$ cat config.mk
export PLATFORM = sky130hd
export DESIGN_NAME = led_display_row_scanner_flat
export DESIGN_NICKNAME = d
export VERILOG_FILES = /design/src/rtl/led_display_row_scanner_if.sv /design/src/rtl/led_display_row_scanner.sv /design/src/flat_wrapper.sv
export SDC_FILE = /design/constraint.sdc
export NUM_CORES = 1
export LEC_CHECK = 0
export ABC_AREA = 1
export CAP_MARGIN = 20
export CELL_PAD_IN_SITES_DETAIL_PLACEMENT = 0
export CELL_PAD_IN_SITES_GLOBAL_PLACEMENT = 1
export CORE_ASPECT_RATIO = 1.25
export CORE_MARGIN = 2
export CORE_UTILIZATION = 40
export DETAILED_ROUTE_END_ITERATION = 10
export GPL_TIMING_DRIVEN = 0
export PLACE_DENSITY_LB_ADDON = 0.1
export SLEW_MARGIN = 30
export SYNTH_ARGS = -nofsm -noshare
export SYNTH_HDL_FRONTEND = slang
export SYNTH_SLANG_ARGS = --single-unit
$ cat constraint.sdc
create_clock -name clk_in -period 25.6 [get_ports clk_in]
set_clock_uncertainty 0.05 [all_clocks]
set_input_delay 7.68 -clock clk_in [delete_from_list [all_inputs] [get_ports clk_in]]
set_output_delay 7.68 -clock clk_in [all_outputs]
set_load 0.01 [all_outputs]
$ cat src/rtl/led_display_row_scanner_if.sv
// Frame-memory read port and row-transfer port of the LED row scanner.
// The scanner side uses the master modport; memory and display driver use slave.
interface led_display_row_scanner_if #(
    parameter int NUM_PLANES = 4,
    parameter int ROW_W      = 96
);
    localparam int AW = $clog2(NUM_PLANES) + 4;
    typedef logic [ROW_W-1:0] rgb_row_t;

    logic          mem_rd_en_out;
    logic [AW-1:0] mem_addr_out;
    rgb_row_t      mem_data_in;
    logic          row_valid_out;
    rgb_row_t      row_out;
    logic [3:0]    row_address_out;
    logic          row_ready_in;

    modport master (
        output mem_rd_en_out, mem_addr_out, row_valid_out, row_out, row_address_out,
        input  mem_data_in, row_ready_in
    );
    modport slave (
        input  mem_rd_en_out, mem_addr_out, row_valid_out, row_out, row_address_out,
        output mem_data_in, row_ready_in
    );
endinterface

$ cat src/rtl/led_display_row_scanner.sv
// Binary-code-modulation row scanner: reads {plane,row} words from frame memory and
// hands them to the display driver, dwelling BASE_TICKS << plane cycles per row.
module led_display_row_scanner #(
    parameter int NUM_PLANES = 4,
    parameter int BASE_TICKS = 64,
    parameter int NUM_ROWS   = 16,
    parameter int ROW_W      = 96
) (
    input  logic clk_in,
    input  logic reset_in,
    input  logic enable_in,
    output logic frame_done_out,
    led_display_row_scanner_if.master bus
);
    localparam int PW = $clog2(NUM_PLANES);
    localparam int DW = $clog2(BASE_TICKS << (NUM_PLANES - 1)) + 1;

    typedef enum logic [2:0] {IDLE, READ, CAPTURE, WAIT_READY, SEND, DWELL} state_t;

    state_t           state;
    logic [PW-1:0]    plane, nxt_plane;
    logic [3:0]       row, nxt_row;
    logic [DW-1:0]    dwell;
    logic [ROW_W-1:0] row_buf, pf_buf, send_data;
    logic             pf_valid, rd_q;
    logic             last_row, last_plane, send_now;

    assign last_row   = (row == 4'(NUM_ROWS - 1));
    assign last_plane = (plane == PW'(NUM_PLANES - 1));
    assign nxt_row    = last_row ? 4'd0 : row + 4'd1;
    assign nxt_plane  = !last_row ? plane : (last_plane ? '0 : plane + PW'(1));

    // A freshly captured word can go out on the same edge it is registered, which
    // keeps enable-to-strobe at three cycles when the driver is already ready.
    assign send_now  = (state == CAPTURE || state == WAIT_READY) &&
                       bus.row_ready_in && (dwell == '0);
    assign send_data = (state == CAPTURE) ? bus.mem_data_in : row_buf;

    always_ff @(posedge clk_in or posedge reset_in) begin
        if (reset_in) begin
            state               <= IDLE;
            plane               <= '0;
            row                 <= '0;
            dwell               <= '0;
            row_buf             <= '0;
            pf_buf              <= '0;
            pf_valid            <= 1'b0;
            rd_q                <= 1'b0;
            frame_done_out      <= 1'b0;
            bus.mem_rd_en_out   <= 1'b0;
            bus.mem_addr_out    <= '0;
            bus.row_valid_out   <= 1'b0;
            bus.row_out         <= '0;
            bus.row_address_out <= '0;
        end else begin
            bus.mem_rd_en_out <= 1'b0;
            bus.row_valid_out <= 1'b0;
            frame_done_out    <= 1'b0;
            rd_q              <= bus.mem_rd_en_out;
            if (dwell != '0) dwell <= dwell - 1'b1;

            case (state)
                IDLE: if (enable_in) begin
                    bus.mem_rd_en_out <= 1'b1;
                    bus.mem_addr_out  <= {plane, row};
                    state             <= READ;
                end
                READ: state <= CAPTURE;
                CAPTURE: begin
                    row_buf <= bus.mem_data_in;
                    state   <= WAIT_READY;
                end
                WAIT_READY: ;
                SEND: begin
                    // Prefetch the next row so its word is waiting when the dwell ends.
                    pf_valid <= 1'b0;
                    state    <= DWELL;
                    if (enable_in) begin
                        bus.mem_rd_en_out <= 1'b1;
                        bus.mem_addr_out  <= {nxt_plane, nxt_row};
                    end
                end
                DWELL: begin
                    if (rd_q) begin
                        pf_buf   <= bus.mem_data_in;
                        pf_valid <= 1'b1;
                    end
                    if (dwell == DW'(1)) begin
                        plane          <= nxt_plane;
                        row            <= nxt_row;
                        frame_done_out <= last_row && last_plane;
                        if (enable_in && pf_valid) begin
                            row_buf <= pf_buf;
                            state   <= WAIT_READY;
                        end else begin
                            state   <= IDLE;
                        end
                    end
                end
                default: state <= IDLE;
            endcase

            if (send_now) begin
                bus.row_valid_out   <= 1'b1;
                bus.row_out         <= send_data;
                bus.row_address_out <= row;
                dwell               <= DW'(BASE_TICKS) << plane;
                state               <= SEND;
            end
        end
    end
endmodule

$ cat src/flat_wrapper.sv
// flat-port wrapper written by rule: the top's interface ports become plain ports
module led_display_row_scanner_flat 
#(
    parameter int NUM_PLANES = 4,
    parameter int BASE_TICKS = 64,
    parameter int NUM_ROWS   = 16,
    parameter int ROW_W      = 96
)
  (clk_in, reset_in, enable_in, frame_done_out, bus_mem_rd_en_out, bus_mem_addr_out, bus_row_valid_out, bus_row_out, bus_row_address_out, bus_mem_data_in, bus_row_ready_in);
  led_display_row_scanner_if #(.NUM_PLANES(NUM_PLANES), .ROW_W(ROW_W)) bus_i ();
  input  logic clk_in;
  input  logic reset_in;
  input  logic enable_in;
  output logic frame_done_out;
  output wire logic [$bits(bus_i.mem_rd_en_out)-1:0] bus_mem_rd_en_out;
  output wire logic [$bits(bus_i.mem_addr_out)-1:0] bus_mem_addr_out;
  output wire logic [$bits(bus_i.row_valid_out)-1:0] bus_row_valid_out;
  output wire logic [$bits(bus_i.row_out)-1:0] bus_row_out;
  output wire logic [$bits(bus_i.row_address_out)-1:0] bus_row_address_out;
  input wire logic [$bits(bus_i.mem_data_in)-1:0] bus_mem_data_in;
  input wire logic [$bits(bus_i.row_ready_in)-1:0] bus_row_ready_in;
  assign bus_mem_rd_en_out = bus_i.mem_rd_en_out;
  assign bus_mem_addr_out = bus_i.mem_addr_out;
  assign bus_row_valid_out = bus_i.row_valid_out;
  assign bus_row_out = bus_i.row_out;
  assign bus_row_address_out = bus_i.row_address_out;
  assign bus_i.mem_data_in = bus_mem_data_in;
  assign bus_i.row_ready_in = bus_row_ready_in;
  led_display_row_scanner #(.NUM_PLANES(NUM_PLANES), .BASE_TICKS(BASE_TICKS), .NUM_ROWS(NUM_ROWS), .ROW_W(ROW_W)) u_core (.clk_in(clk_in), .reset_in(reset_in), .enable_in(enable_in), .frame_done_out(frame_done_out), .bus(bus_i));
endmodule
== After elaboration in Yosys (flattened, before gate mapping) ==
Index checks and enable logic that the tools add are counted.

* Flip-flop bits (word level): 322

* Add/subtract/negate cells: 3
* Equal/unequal tests: 16
* Mux-type cells: 24
* Reductions and logical operators: 19
* Shift-type cells: 1

{| class="wikitable"
|+ Operators with widths
! operator !! count
|-
| 96-bit 2-to-1 mux || 3
|-
| 96-bit case mux with 2 select lines || 1
|-
| 10-bit 2-to-1 mux || 2
|-
| 3-bit case mux with 6 select lines || 1
|-
| 6-bit 2-to-1 mux || 2
|-
| 6-bit case mux with 2 select lines || 1
|-
| 10-bit by 1-bit == test with 1-bit output, second input constant || 1
|-
| 10-bit logical NOT || 1
|-
| 10-bit nonzero test || 1
|-
| 7-bit by 2-bit left shift with 10-bit output, first input constant || 1
|-
| 10-bit by 1-bit subtractor with 10-bit output, second input constant || 1
|-
| 3-bit 2-to-1 mux || 3
|-
| 3-bit AND reduction || 3
|-
| 2-bit by 1-bit != test with 1-bit output, second input constant || 4
|-
| 2-bit nonzero test || 4
|-
| 3-bit by 2-bit == test with 1-bit output, second input constant || 2
|-
| 3-bit == test, second input constant || 2
|-
| 1-bit 2-to-1 mux || 6
|-
| 2-bit 2-to-1 mux || 3
|-
| 2-bit AND reduction || 3
|-
| 4-bit by 1-bit adder with 4-bit output, second input constant || 1
|-
| 4-bit == test, second input constant || 1
|-
| 1-bit logical AND || 4
|-
| 4-bit 2-to-1 mux || 1
|-
| 10 further kinds || 11
|}

== Logic depth before layout (Yosys ltp) ==
Gate-level depths: netlist (run 1).

* Depth after elaboration: 6
* Depth in mapped cells: 10
* Gate-level depth less buffers: 9

== Worst setup path after synthesis (run 1) ==
OpenSTA, ideal clock, no wires.

* Kind: in2reg
* Start: in bus_row_ready_in
* End: reg u_core.bus.row_address_out[2]
* Stages: 7
* Setup time: 117 ps
* Data required time: 25433 ps
* Slack: 17031 ps
* Arrival: 8402 ps
* Buffers on the path: 2
* Cells stage by stage: nand3_1 -> inv_2 -> nand2_2 -> buf_2 -> buf_2 -> nand2_1 -> nand2_1

* Cells in the longest elaborated chain, start to end: 2

{| class="wikitable"
|+ Ends and longest elaborated chain
! item !! line !! RTL
|-
| start, declared || flat_wrapper.sv:21 || <nowiki>input wire logic [$bits(bus_i.row_ready_in)-1:0] bus_row_ready_in;</nowiki>
|-
| 1-bit logical AND || led_display_row_scanner.sv:35 || <nowiki>assign send_now = (state == CAPTURE || state == WAIT_READY) &&</nowiki>
|-
| 1-bit logical AND || led_display_row_scanner.sv:36 || <nowiki>bus.row_ready_in && (dwell == '0);</nowiki>
|-
| end signal, assigned || led_display_row_scanner.sv:106 || <nowiki>bus.row_address_out <= row;</nowiki>
|-
| end, declared || led_display_row_scanner_if.sv:19 || <nowiki>output mem_rd_en_out, mem_addr_out, row_valid_out, row_out, row_address_out,</nowiki>
|}

No other way between the ends.
A chain may end at the register's enable or synchronous reset.

== Final worst setup path (run 1) ==
* Start: reg u_core.bus.row_out[93]
* End: out bus_row_out[93]

{| class="wikitable"
|+ RTL lines
! item !! line !! RTL
|-
| start, declared || led_display_row_scanner_if.sv:19 ||
|-
| start signal, assigned || led_display_row_scanner.sv:105 || <nowiki>bus.row_out <= send_data;</nowiki>
|-
| end, declared || flat_wrapper.sv:18 || <nowiki>output wire logic [$bits(bus_i.row_out)-1:0] bus_row_out;</nowiki>
|}

No word-level cell between the ends.

==> flow_summary_export.csv, run 1 <==
group,metric,value,unit
outcome,status,"completed",
floorplanning,initial_core_util,0.4042,
synth,synthFlopType,"dfrtp_1",
cts,ctsRootBufferMaster,"clkbuf_16",
cts,clk_pin_slew_worst_paths,0.06,ns
detailed_routing,vias,12761,
detailed_routing,vias_per_cell,4.891,
grt,grt.total_usage,0.2243,
placement,dp_cells,2546,
floorplanning,fp.dieH,217.9,µm
worst_setup_path,cp_top_family,"buffers and inverters",
run,maxCapViolCount,0,
synth,netlist_top_cells_area,"dfrtp_1, nand2_1, o21ai_0, nand3_1, inv_1",
synth,async_reset_ff_frac,1.000,
worst_setup_path,critPathArrivalTime,1.53,ns
worst_setup_path,slowest_stage,"clkdlybuf4s50_1",
synth,synth_cell_types,25,
worst_setup_path,critical_path_class,"register to output port",
synth,synth.cell_area,0.01463,mm²
synth,synth-xor-area-share,0.003591,
cts,cts_made_buffers,36,
power,peakVddDrop,0.05136,mV
worst_setup_path,critPathCaptureType,"output port",
synth,synth_most_common_cell,"nand2_1",
timing,period_share,0.3616,
timing,rsz0062_at_grt,"no",
floorplanning,num_io_pins,209,
timing,hold_violations,0,
synth,yosysTopAreaCellShare,0.5506,
worst_setup_path,path_cells,"clkdlybuf4s50_1",
grt,overflow,0,
floorplanning,core-area,0.03621,mm²
placement,hpwlAfterDp,29050,µm
timing,finalSetupViolations,0,
synth,yosys_warnings,0,
power,power.leakage,9.354,nW
layout,fill_cells,3567,
floorplanning,die_x,175.1,µm
worst_setup_path,critical_path_required,17.87,ns
worst_hold_path,hold_class,"register to register",
power,power_density,104.8,mW/mm²
grt,antenna_found_initial,1,
cts,insertion_delay,0.52,ns
layout,drive_above_1_share,0.06905,
synth,seq_area_frac_synth,0.5506,
detailed_routing,first_iter_violations,790,
floorplanning,num_rows,78,
worst_setup_path,cp_num_buf_inv,1,
synth,synth_top_family_by_area,"simple AND/OR/NAND/NOR gates",
placement,gp_congestion,0.8179,
synth,synth_area_per_cell,7.889,µm²
cts,cts_buffer_depth,3,
cts,htreeDepth,2,
grt,grt_pass1_wl,68810,µm
synth,synth-compound-area-share,0.1111,
cts,cts_tree,"done",
worst_setup_path,critPathMaxStageDelay,0.57,ns
detailed_routing,drc,0,
layout,fin_cells,2609,
worst_setup_path,start_kind,"register",
detailed_routing,first_pass_iters,5,
layout,syn2layout_area_growth,26.69,%
timing,relSlewSlack,0.5640,
synth,ys_ff_latch,322,
placement,io_buffers,208,
cts,cts_setup_buffers,0,
grt,grt_max_degree,88,
detailed_routing,routedWlPerCell,16.07,µm
layout,nNetsFinal,2211,
detailed_routing,drt.antenna.violating_nets,0,
synth,synthMuxAreaShare,0,
cts,cts_resized,0,
floorplanning,die-area,0.03814,mm²
synth,synth_fa_ha_area_frac,0.005985,
timing,max_freq,0.1080,GHz
timing,slew_viol_final,0,
cts,cts.hold.buffers_added,0,
placement,pre_cts_ws,15.83,ns
timing,setup_ws,16.34,ns
timing,setup_tns,0,ns
timing,period_minus_slack,9.256,ns
grt,grt_pass1_vias,12981,
synth,synth-edff-count,0,
synth,synth_fp_nets,1962,
synth,synth_simple_gate_area_share,0.2588,
cts,cts.sinks,322,
synth,ys_top_cells_by_count,"nand2_1, dfrtp_1, o21ai_0, inv_1, nand3_1",
detailed_routing,wl,41920,µm
timing,worst_pin_slew,0.6539,ns
layout,diodes,0,
synth,synth_cells,1855,
worst_setup_path,path_max_fanout,2,
synth,synth_area_leader_cell,"dfrtp_1",
==> cells in the final DEF (no fill, tap or decap), types with 14 or more instances in the layout <==
cell type and count:
o21ai_1 20, o21ai_0 288, nor2_1 17, clkdlybuf4s50_1 208, a21oi_1 14, dfrtp_1 322
clkbuf_1 50, buf_2 71, nand2_1 822, inv_1 115, nand3_1 109, clkbuf_16 37
==> flip-flops by register name, indices dropped and copies added, names as in the netlist <==
name / flops
u_core.bus.mem_addr_out: 6
u_core.bus.mem_rd_en_out: 1
u_core.bus.row_address_out: 4
u_core.bus.row_out: 96
u_core.bus.row_valid_out: 1
u_core.dwell: 10
u_core.frame_done_out: 1
u_core.pf_buf: 96
u_core.pf_valid: 1
u_core.plane: 2
u_core.rd_q: 1
u_core.row: 4
u_core.row_buf: 96
u_core.state: 3
==> area by class of cell <==
type,count,area (µm²),share of cell area
sequential,322,8058,0.4346
multi-input combinational,1295,5553,0.2995
timing repair buffer,211,2165,0.1167
clock buffer,57,1101,0.05939
tap,480,600.6,0.03239
buffer,117,569.3,0.03071
inverter,121,461.7,0.02490
clock inverter,6,32.53,0.001755
==> power by group <==
part           switching (mW)  internal, mW
registers               0.101         0.687
clock network           0.210         0.294
logic                   0.364         0.288
==> logic make-up (layout without fill, tap and decap cells) <==
family,Yosys count,in the layout
and+or+nand+nor,958,958
AOI/OAI and AO/OA,324,324
DFF,322,322
buffers and inverters,238,512
adders and majority gates,7,7
xor gates and xnor gates,6,6
==> per-stage QoR <==
step / power (mW) / area, µm² / hold WS, ns / utilization
after floorplan: 1.175 / 14630 / 0.3660 / -
after global placement: 1.442 / 17320 / 0.3944 / 0.4783
after detailed placement: 1.453 / 17410 / 0.3928 / 0.4808
after global routing: 2.091 / 18540 / 0.4013 / 0.5121
after CTS: 1.967 / 18540 / 0.4092 / 0.5121
final: 1.943 / 18540 / 0.4130 / 0.5121
==> layer usage <==
| metal | share of wire | track usage |
|---|---|---|
| met3 | 0.041 | 0.03417 |
| met5 | 0.00031 | 0 |
| met2 | 0.50 | 0.3920 |
| met4 | 0.021 | 0.05667 |
| met1 | 0.44 | 0.2914 |
==> path summary, 6_finish.rpt <==
| check | endpoint | slack [ns] | cells past startpoint | start |
|---|---|---|---|---|
| setup / recovery | bus_row_out[93] | 16.34 | 1 | u_core.bus.row_out[93] |
| hold / removal | u_core.rd_q | 0.41 | 0 | u_core.bus.mem_rd_en_out |
| setup reg to reg | u_core.bus.row_out[78] | 23.30 | 9 | u_core.dwell[0] |
| hold reg to reg | u_core.rd_q | 0.41 | 0 | u_core.bus.mem_rd_en_out |
| max in group asynchronous | u_core.bus.row_out[57] | 16.71 | 4 | reset_in |
| min in group asynchronous | u_core.bus.row_out[8] | 7.58 | 2 | reset_in |
No activity file was read; power rests on OpenSTA's default activity.
==> inputs of run 2 (changes only) <==
Clock period 25.6 ns to 8.8 ns, I/O delays scaled along.
==> flow_summary_export.csv, run 2 (synthesis gave the netlist of run 1 again) <==
group,metric,value,unit
outcome,status,"completed",
run,maxCapViolCount,0,
worst_setup_path,critPathMaxStageDelay,0.57,ns
layout,final_area,0.01871,mm²
grt,grt.total_usage,0.2242,
timing,setup_tns,0,ns
layout,final_common_cell,"nand2_1",
detailed_routing,drt.antenna.violating_nets,0,
detailed_routing,vias_per_cell,4.881,
floorplanning,initial_core_util,0.4042,
cts,cts_buffer_depth,3,
worst_setup_path,cp_top_family,"buffers and inverters",
cts,cts_setup_buffers,0,
cts,cts.hold.buffers_added,0,
placement,gp_congestion,0.8151,
timing,period_minus_slack,4.202,ns
floorplanning,num_rows,78,
cts,cts_tree,"done",
worst_setup_path,critical_path_required,6.11,ns
worst_setup_path,critPathCaptureType,"output port",
layout,drive_above_1_share,0.07119,
worst_setup_path,critPathArrivalTime,1.51,ns
detailed_routing,drc,0,
worst_setup_path,path_max_fanout,2,
timing,worst_pin_slew,0.6257,ns
detailed_routing,vias,12763,
cts,cts_made_buffers,37,
worst_hold_path,hp-start,"u_core.bus.mem_rd_en_out",
timing,period_share,0.4775,
power,power.leakage,9.428,nW
detailed_routing,first_pass_iters,5,
timing,hold_violations,0,
timing,setup_ws,4.598,ns
placement,pre_cts_ws,4.061,ns
layout,reg_top3,"u_core.bus.row_out (96), u_core.pf_buf (96), u_core.row_buf (96)",
cts,ctsRootBufferMaster,"clkbuf_16",
placement,placed_area,0.01760,mm²
floorplanning,num_io_pins,209,
layout,nNetsFinal,2222,
worst_setup_path,slowest_stage,"clkdlybuf4s50_1",
grt,busiest_layer,"met2",
layout,most-common-layout-cells,"nand2_1, dfrtp_1, o21ai_0",
grt,overflow,0,
cts,htreeDepth,2,
cts,cts_resized,0,
layout,syn2layout_area_growth,27.86,%
cts,clk_pin_slew_worst_paths,0.06,ns
worst_setup_path,reg2reg_depth,9,
floorplanning,core-area,0.03621,mm²
placement,hpwlAfterDp,29830,µm
grt,grt_pass1_vias,12899,
grt,grtUsageMet3,0.03051,
cts,cts.sinks,322,
worst_setup_path,r2r_slack,6.52,ns
worst_hold_path,min_path_cells,0,
grt,antenna_found_initial,1,
worst_hold_path,hold_class,"register to register",
worst_setup_path,cp_num_buf_inv,1,
grt,grtUsageMet1,0.2902,
worst_setup_path,start_kind,"register",
layout,diodes,0,
detailed_routing,wl,41630,µm
worst_setup_path,critical_path_class,"register to output port",
power,peakVddDrop,0.1489,mV
floorplanning,die-area,0.03814,mm²
power,power_density,301.6,mW/mm²
detailed_routing,routedWlPerCell,15.92,µm
floorplanning,fp.dieH,217.9,µm
placement,io_buffers,208,
floorplanning,die_x,175.1,µm
timing,finalSetupViolations,0,
timing,holdWs,0.3972,ns
timing,slew_viol_final,0,
timing,max_freq,0.2380,GHz
worst_hold_path,hold_end,"u_core.rd_q",
detailed_routing,first_iter_violations,843,
layout,fin_cells,2615,
grt,grt_use_met2,0.4000,
cts,insertion_delay,0.52,ns
grt,grt_pass1_wl,68480,µm
placement,dp_cells,2556,
worst_setup_path,rr_endpoint,"u_core.bus.row_out[78]",
timing,rsz0062_at_grt,"no",
worst_setup_path,worstReg2RegStart,"u_core.dwell[0]",
worst_setup_path,path_cells,"clkdlybuf4s50_1",
grt,grt_max_degree,30,
timing,relSlewSlack,0.5828,
[run 2: layer usage]
| layer | up-vias | routed length [µm] |
|---|---|---|
| met4 | 2 | 680 |
| met5 | - | 11 |
| met3 | 49 | 1636 |
| met1 | 6084 | 18500 |
| met2 | 267 | 20800 |
| li1 | 6361 | - |
[run 2: where the power goes]
part	switching, mW	leakage, nW	total (mW)	internal, mW
combinational	1.06	5.12	1.91	0.847
clock	0.590	0.545	1.45	0.857
sequential	0.293	3.76	2.29	2.00
[run 2: metrics by stage]
step	util	power [mW]
6_report	0.5168	5.643
5_1_grt	0.5168	6.081
4_1_cts	0.5168	5.718
3_5_place_dp	0.4862	4.236
3_3_place_gp	0.4784	4.193
2_1_floorplan	-	3.418
[run 2: worst max path at each step]
stage                                      start                          to  slack, ns  cells past startpoint
final                     u_core.bus.row_out[93]             bus_row_out[93]       4.60                      1
after floorplan                         reset_in  u_core.bus.mem_addr_out[0]       1.82                      1
after global routing      u_core.bus.row_out[93]             bus_row_out[93]       4.54                      1
after detailed placement        bus_row_ready_in      u_core.bus.row_out[78]       4.06                      8
after global placement                  reset_in      u_core.bus.row_out[60]      -0.76                      2
after CTS                 u_core.bus.row_out[93]             bus_row_out[93]       4.58                      1
[run 2: cell type report]
class / instances / area [µm²]
Clock buffer: 55 / 1064
Multi-Input combinational cell: 1295 / 5553
Inverter: 121 / 457.9
Timing Repair Buffer: 221 / 2365
Sequential cell: 322 / 8058
Tap cell: 480 / 600.6
Fill cell: 3577 / 17500
Buffer: 117 / 569.3
Clock inverter: 4 / 45.04
